`config.mk`:
```
export PLATFORM = sky130hd
export DESIGN_NAME = alu_seq
export DESIGN_NICKNAME = d
export VERILOG_FILES = /design/src/rtl/alu_seq.sv
export SDC_FILE = /design/constraint.sdc
export NUM_CORES = 1
export LEC_CHECK = 0
export BUFFER_PORTS_ARGS = -buffer_cell sky130_fd_sc_hd__buf_2
export CAP_MARGIN = 10
export CORE_MARGIN = 2
export CORE_UTILIZATION = 56
export DETAILED_ROUTE_END_ITERATION = 7
export PLACE_DENSITY = 0.79
export SLEW_MARGIN = 20
export SYNTH_ARGS = -nofsm -noshare
export SYNTH_HDL_FRONTEND = slang
export SYNTH_SLANG_ARGS = --single-unit
```
`constraint.sdc`:
```
create_clock -name clk -period 4 [get_ports clk]
set_input_delay 0.2 -clock clk [delete_from_list [all_inputs] [get_ports clk]]
set_output_delay 0.2 -clock clk [all_outputs]
set_load 0.05 [all_outputs]
```
`src/rtl/alu_seq.sv`:
```
// Sequential ALU: single-cycle arithmetic/logic/shift ops plus an iterative
// shift-add multiplier, with a valid/ready handshake on both sides.
module alu_seq #(
  parameter int unsigned WIDTH = 16,
  parameter int unsigned SHW   = $clog2(WIDTH)
) (
  input  logic             clk,
  input  logic             reset,
  input  logic             in_valid,
  output logic             in_ready,
  input  logic [WIDTH-1:0] r1,
  input  logic [WIDTH-1:0] r2,
  input  logic [7:0]       opcode,
  output logic             out_valid,
  input  logic             out_ready,
  output logic [WIDTH-1:0] rout,
  output logic [WIDTH-1:0] rout_hi,
  output logic [7:0]       flag
);

  localparam int unsigned MSB = WIDTH - 1;
  localparam int unsigned W1  = WIDTH + 1;
  localparam int unsigned CW  = $clog2(WIDTH) + 1;

  localparam int unsigned FC = 0;
  localparam int unsigned FL = 2;
  localparam int unsigned FF = 5;
  localparam int unsigned FZ = 6;
  localparam int unsigned FN = 7;

  localparam logic [7:0] OP_AND  = 8'h01;
  localparam logic [7:0] OP_OR   = 8'h02;
  localparam logic [7:0] OP_XOR  = 8'h03;
  localparam logic [7:0] OP_NOT  = 8'h04;
  localparam logic [7:0] OP_ADD  = 8'h05;
  localparam logic [7:0] OP_ADDU = 8'h06;
  localparam logic [7:0] OP_ADDC = 8'h07;
  localparam logic [7:0] OP_RSH  = 8'h08;
  localparam logic [7:0] OP_SUB  = 8'h09;
  localparam logic [7:0] OP_SUBC = 8'h0A;
  localparam logic [7:0] OP_CMP  = 8'h0B;
  localparam logic [7:0] OP_ALSH = 8'h0C;
  localparam logic [7:0] OP_MULT = 8'h0E;
  localparam logic [7:0] OP_ARSH = 8'h0F;
  localparam logic [7:0] OP_LSH  = 8'h84;

  localparam logic [0:0] S_IDLE = 1'b0;
  localparam logic [0:0] S_MUL  = 1'b1;

  logic [0:0]         state_q, state_d;
  logic               out_valid_q, out_valid_d;
  logic [WIDTH-1:0]   rout_q, rout_d;
  logic [WIDTH-1:0]   rout_hi_q, rout_hi_d;
  logic [7:0]         flag_q, flag_d;
  logic [2*WIDTH-1:0] prod_q, prod_d;
  logic [WIDTH-1:0]   mcand_q, mcand_d;
  logic [CW-1:0]      cnt_q, cnt_d;

  logic               accept;
  logic               cin;
  logic [WIDTH:0]     add_sum;
  logic [WIDTH:0]     sub_diff;
  logic [SHW-1:0]     shamt;
  logic               shift_oor;
  logic [WIDTH-1:0]   alu_res;
  logic [7:0]         alu_flag;
  logic [WIDTH:0]     mul_sum;
  logic [2*WIDTH-1:0] prod_step;

  assign in_ready  = !reset && (state_q == S_IDLE) && (!out_valid_q || out_ready);
  assign accept    = in_valid && in_ready;
  assign out_valid = out_valid_q;
  assign rout      = rout_q;
  assign rout_hi   = rout_hi_q;
  assign flag      = flag_q;

  // Carry-in is the registered C, so a chained ADDC/SUBC sees the previous op's carry.
  assign cin       = ((opcode == OP_ADDC) || (opcode == OP_SUBC)) ? flag_q[FC] : 1'b0;
  assign add_sum   = {1'b0, r1} + {1'b0, r2} + W1'(cin);
  assign sub_diff  = {1'b0, r1} - {1'b0, r2} - W1'(cin);
  assign shamt     = r1[SHW-1:0];
  assign shift_oor = |r1[WIDTH-1:SHW];

  // One shift-add step: conditionally add multiplicand into the upper half, then shift right.
  assign mul_sum   = {1'b0, prod_q[2*WIDTH-1:WIDTH]} + {1'b0, (prod_q[0] ? mcand_q : '0)};
  assign prod_step = {mul_sum, prod_q[WIDTH-1:1]};

  // Single-cycle result and flag update
  always_comb begin
    alu_res  = '0;
    alu_flag = flag_q;
    case (opcode)
      OP_ADD, OP_ADDC: begin
        alu_res      = add_sum[WIDTH-1:0];
        alu_flag     = '0;
        alu_flag[FC] = add_sum[WIDTH];
        alu_flag[FF] = (r1[MSB] == r2[MSB]) && (add_sum[MSB] != r1[MSB]);
      end
      OP_ADDU: alu_res = add_sum[WIDTH-1:0];
      OP_SUB, OP_SUBC: begin
        alu_res      = sub_diff[WIDTH-1:0];
        alu_flag     = '0;
        alu_flag[FC] = sub_diff[WIDTH];
        alu_flag[FF] = (r1[MSB] != r2[MSB]) && (sub_diff[MSB] != r1[MSB]);
      end
      OP_CMP: begin
        alu_res      = sub_diff[WIDTH-1:0];
        alu_flag     = '0;
        alu_flag[FZ] = (r1 == r2);
        alu_flag[FL] = sub_diff[WIDTH];
        alu_flag[FN] = ($signed(r1) < $signed(r2));
      end
      OP_AND:         alu_res = r1 & r2;
      OP_OR:          alu_res = r1 | r2;
      OP_XOR:         alu_res = r1 ^ r2;
      OP_NOT:         alu_res = ~r1;
      OP_LSH, OP_ALSH: alu_res = shift_oor ? '0 : (r2 << shamt);
      OP_RSH:         alu_res = shift_oor ? '0 : (r2 >> shamt);
      OP_ARSH:        alu_res = shift_oor ? {WIDTH{r2[MSB]}}
                                          : WIDTH'($signed(r2) >>> shamt);
      default: begin
        alu_res  = '0;
        alu_flag = flag_q;
      end
    endcase
  end

  // Next-state and output-register logic
  always_comb begin
    state_d     = state_q;
    out_valid_d = out_valid_q && !out_ready;
    rout_d      = rout_q;
    rout_hi_d   = rout_hi_q;
    flag_d      = flag_q;
    prod_d      = prod_q;
    mcand_d     = mcand_q;
    cnt_d       = cnt_q;
    case (state_q)
      S_IDLE: begin
        if (accept) begin
          if (opcode == OP_MULT) begin
            state_d = S_MUL;
            prod_d  = {{WIDTH{1'b0}}, r1};
            mcand_d = r2;
            cnt_d   = '0;
          end else begin
            out_valid_d = 1'b1;
            rout_d      = alu_res;
            rout_hi_d   = '0;
            flag_d      = alu_flag;
          end
        end
      end
      S_MUL: begin
        prod_d = prod_step;
        cnt_d  = cnt_q + CW'(1);
        if (cnt_q == CW'(WIDTH - 1)) begin
          state_d     = S_IDLE;
          out_valid_d = 1'b1;
          rout_d      = prod_step[WIDTH-1:0];
          rout_hi_d   = prod_step[2*WIDTH-1:WIDTH];
          flag_d      = '0;
          flag_d[FZ]  = (prod_step == '0);
        end
      end
      default: state_d = S_IDLE;
    endcase
  end

  always_ff @(posedge clk) begin
    if (reset) begin
      state_q     <= S_IDLE;
      out_valid_q <= 1'b0;
      rout_q      <= '0;
      rout_hi_q   <= '0;
      flag_q      <= '0;
      prod_q      <= '0;
      mcand_q     <= '0;
      cnt_q       <= '0;
    end else begin
      state_q     <= state_d;
      out_valid_q <= out_valid_d;
      rout_q      <= rout_d;
      rout_hi_q   <= rout_hi_d;
      flag_q      <= flag_d;
      prod_q      <= prod_d;
      mcand_q     <= mcand_d;
      cnt_q       <= cnt_d;
    end
  end

endmodule

```
==> results.cfg <==
[global_route]
grt_max_degree = 90
grt_first_pass_wirelength_mm = 53.0
gr-usage-all-layers_pct = 39.2
antenna_found_initial = 1
grt_pass1_vias = 9126
grt-ovfl-total = 0

[run_status]
status = complete, no violations

[power_and_ir_drop]
pwr_density_cell_nw_per_um2 = 251
irDropWorstVdd_mv = 0.250
p_leak_nw = 4.32

[detailed_routing]
drc = 0
drtIter0Drc = 1134
vias_per_cell = 6.47
m1WireLength_mm = 14.2
routed_wl_mm = 34.5
dr.pass1.iters = 7
drt-wirelength-per-cell_um = 22.7
num_vias = 9828
wl_met2_mm = 15.0
wl_met3_mm = 3.39
final_antenna_net_count = 0
routed.top_layer = met4

[logic_synthesis]
synth.area.mux_share_pct = 7.17
syn_area_um2 = 9090
synth_cell_type_count = 73
synthSimpleGateAreaFrac_pct = 22.8
synth_area_leaders = dfxtp_1 (20%), ha_1 (13%), a21oi_1 (6.3%), nand2_1 (6.1%), nor2_1 (5.2%)
synth_largest_area_cell = dfxtp_1
synthAdderAreaFrac_pct = 14.3
synth_ff_type = dfxtp_1
yosysWarnings = 0
synth-compound-area-share_pct = 25.6
async_flop_share_pct = 0
seq_area_frac_synth_pct = 20.3
synthDominantCellAreaShare_pct = 20.3
synth_xor_area_share_pct = 3.57
synthCells = 1228
synth_enable_flop_cells = 0
synth_top_family_by_area = compound AO/OA/AOI/OAI gates
avgSynthCellArea_um2 = 7.40
synth-seq-cells = 92

[timing]
max_freq_mhz = 266
max-slew-margin-rel_pct = 23.0
finalCriticalPeriod_ps = 3760
slew_violations = 0
setup_viol = 0
fin_crit_sh_pct = 94.0
finalHoldViolations = 0
worstMarginPinSlew_ps = 1150
fin_skew_ps = 10.2

[floorplan]
ios = 86
core_um2 = 15900
die_x_um = 131
die_area_um2 = 17300
initial_utilization_pct = 57.2
die_h_um = 131
fp-row-count = 46

[placement]
port_buffers = 82
dp.final_hpwl_mm = 26.4
placed_cell_area_um2 = 9860
routabilityCongestion = 1.03

[cts]
cts_root_buf = clkbuf_16
path_clk_slew_ps = 70
cts_tree = done
clk_latency_ps = 350
htreeDepth = 3
clockBufferDepth = 2
clock_sinks = 92
numCtsBuffers = 9

[setup_path]
cp-start-kind = primary input
cp_data_arrival_time_ps = 3970
crit_required_ps = 4210
reg2reg_depth = 14
end_kind = register
worst-setup-path-type = in -> reg
crit_fanout = 4

[layout]
fin_nets = 1443
layout-drive-gt1-share_pct = 14.6
fin_area_um2 = 10200
final_util_pct = 64.0
area_growth_pct = 11.8

[min_path]
hold_path_depth = 3
hp-class = in -> reg

[job]
maxCapViolCount = 0
## Yosys cell counts (21+ instances only)
library cell  count
a21oi_1         114
a31oi_1          23
nor3_1           32
o21ai_0          63
nor2_1          127
dfxtp_1          92
inv_1            68
a22oi_1          28
nand2_1         148
clkbuf_1         63
ha_1             96
nand3_1          23
a211oi_1         21
## final timing paths
path	slack (ps)	to	start
worst max-delay path	240	rout[10]$_SDFFE_PP0P_	opcode[6]
worst min-delay path	190	out_valid$_SDFF_PP0_	out_ready
worst max register to register	360	flag[5]$_SDFFE_PP0P_	flag[0]$_SDFFE_PP0P_
worst min register to register	460	mcand_q[14]$_SDFFE_PP0P_	mcand_q[14]$_SDFFE_PP0P_
## what timing repair did
action | 4_1_cts | 5_1_grt
resized for setup | 0 | 3
setup buffers | 0 | 1
hold buffers | 0 | 0
setup endpoints to repair | 0 | 4
## where the power goes
group	internal [mW]	switching (mW)
combinational	0.283	0.510
clock	0.444	0.387
sequential	0.922	0.00390
## worst max-delay path: stages
cell,delay (ps)
buf_2,120
nor4_4,400
nand2_1,140
nor2_1,150
o211ai_1,230
fa_1,470
buf_4,160
fa_1,390
o211ai_1,190
nand2_1,120
a21oi_1,220
o21ai_1,190
xnor2_1,160
a2111oi_0,550
buf_4,210
o22ai_1,60
## routing by layer
layer / track usage (%) / vias up
li1: - / 4574
met1: 52.7 / 4632
met2: 60.9 / 543
met3: 6.06 / 79
met4: 20.6 / 0
met5: 0 / -
## registers in the layout (all words and copies together), names as in the netlist
signal / flops
mcand_q: 16
state_q: 1
cnt_q: 5
rout_hi: 16
rout: 16
out_valid: 1
flag: 5
prod_q: 32
## cell type report
type	count	area (µm²)
Tap cell	216	270
Clock buffer	10	239
Sequential cell	92	1840
Fill cell	1451	5720
Multi-Input combinational cell	991	6700
Inverter	71	267
Antenna cell	1	2.50
Clock inverter	6	47.5
Timing Repair Buffer	133	793
## cells by family (layout without fill, tap and decap cells)
| logic type | count (synthesis) | in the layout |
|---|---|---|
| and+or+nand+nor | 442 | 442 |
| buffers and inverters | 147 | 220 |
| muxes | 43 | 43 |
| DFF | 92 | 92 |
| other | 1 | 4 |
| AOI/OAI and AO/OA | 365 | 365 |
| adders and majority gates | 101 | 101 |
| xor gates and xnor gates | 37 | 37 |
## layout by cell type (no fill, tap or decap), types with 7 or more instances in the layout
cell type | Yosys | routed
nand2_1 | 148 | 148
nor2_1 | 127 | 126
a21oi_1 | 114 | 114
ha_1 | 96 | 96
dfxtp_1 | 92 | 91
buf_2 | 5 | 82
inv_1 | 68 | 68
o21ai_0 | 63 | 62
buf_4 | 3 | 51
nor3_1 | 32 | 32
a22oi_1 | 28 | 28
nand3_1 | 23 | 23
a31oi_1 | 23 | 22
a211oi_1 | 21 | 21
and2_1 | 20 | 20
xor2_1 | 20 | 20
mux2i_1 | 19 | 19
mux4_2 | 17 | 17
xnor2_1 | 17 | 17
nor4_1 | 16 | 16
or3_1 | 15 | 15
o22ai_1 | 15 | 15
a21o_1 | 13 | 13
and3_1 | 10 | 10
nor2b_1 | 9 | 9
nand4_1 | 9 | 9
o21bai_1 | 9 | 9
clkbuf_16 | 0 | 9
o211ai_1 | 8 | 8
nand3b_1 | 8 | 8
o221ai_1 | 8 | 8
mux2_2 | 7 | 7
## through the flow
step	hold slack, ps	cells	total power [mW]	setup slack [ps]	TNS (ps)
after floorplan	336	1230	1.45	4.59	0
after global placement	437	1502	1.71	-14.0	-14.0
after detailed placement	443	1502	1.71	-121	-304
after CTS	185	1518	2.52	181	0
after global routing	207	1519	2.65	-5.23	-5.23
final	189	1520	2.55	242	0
Note: power is estimated with default switching activity, not from simulation.
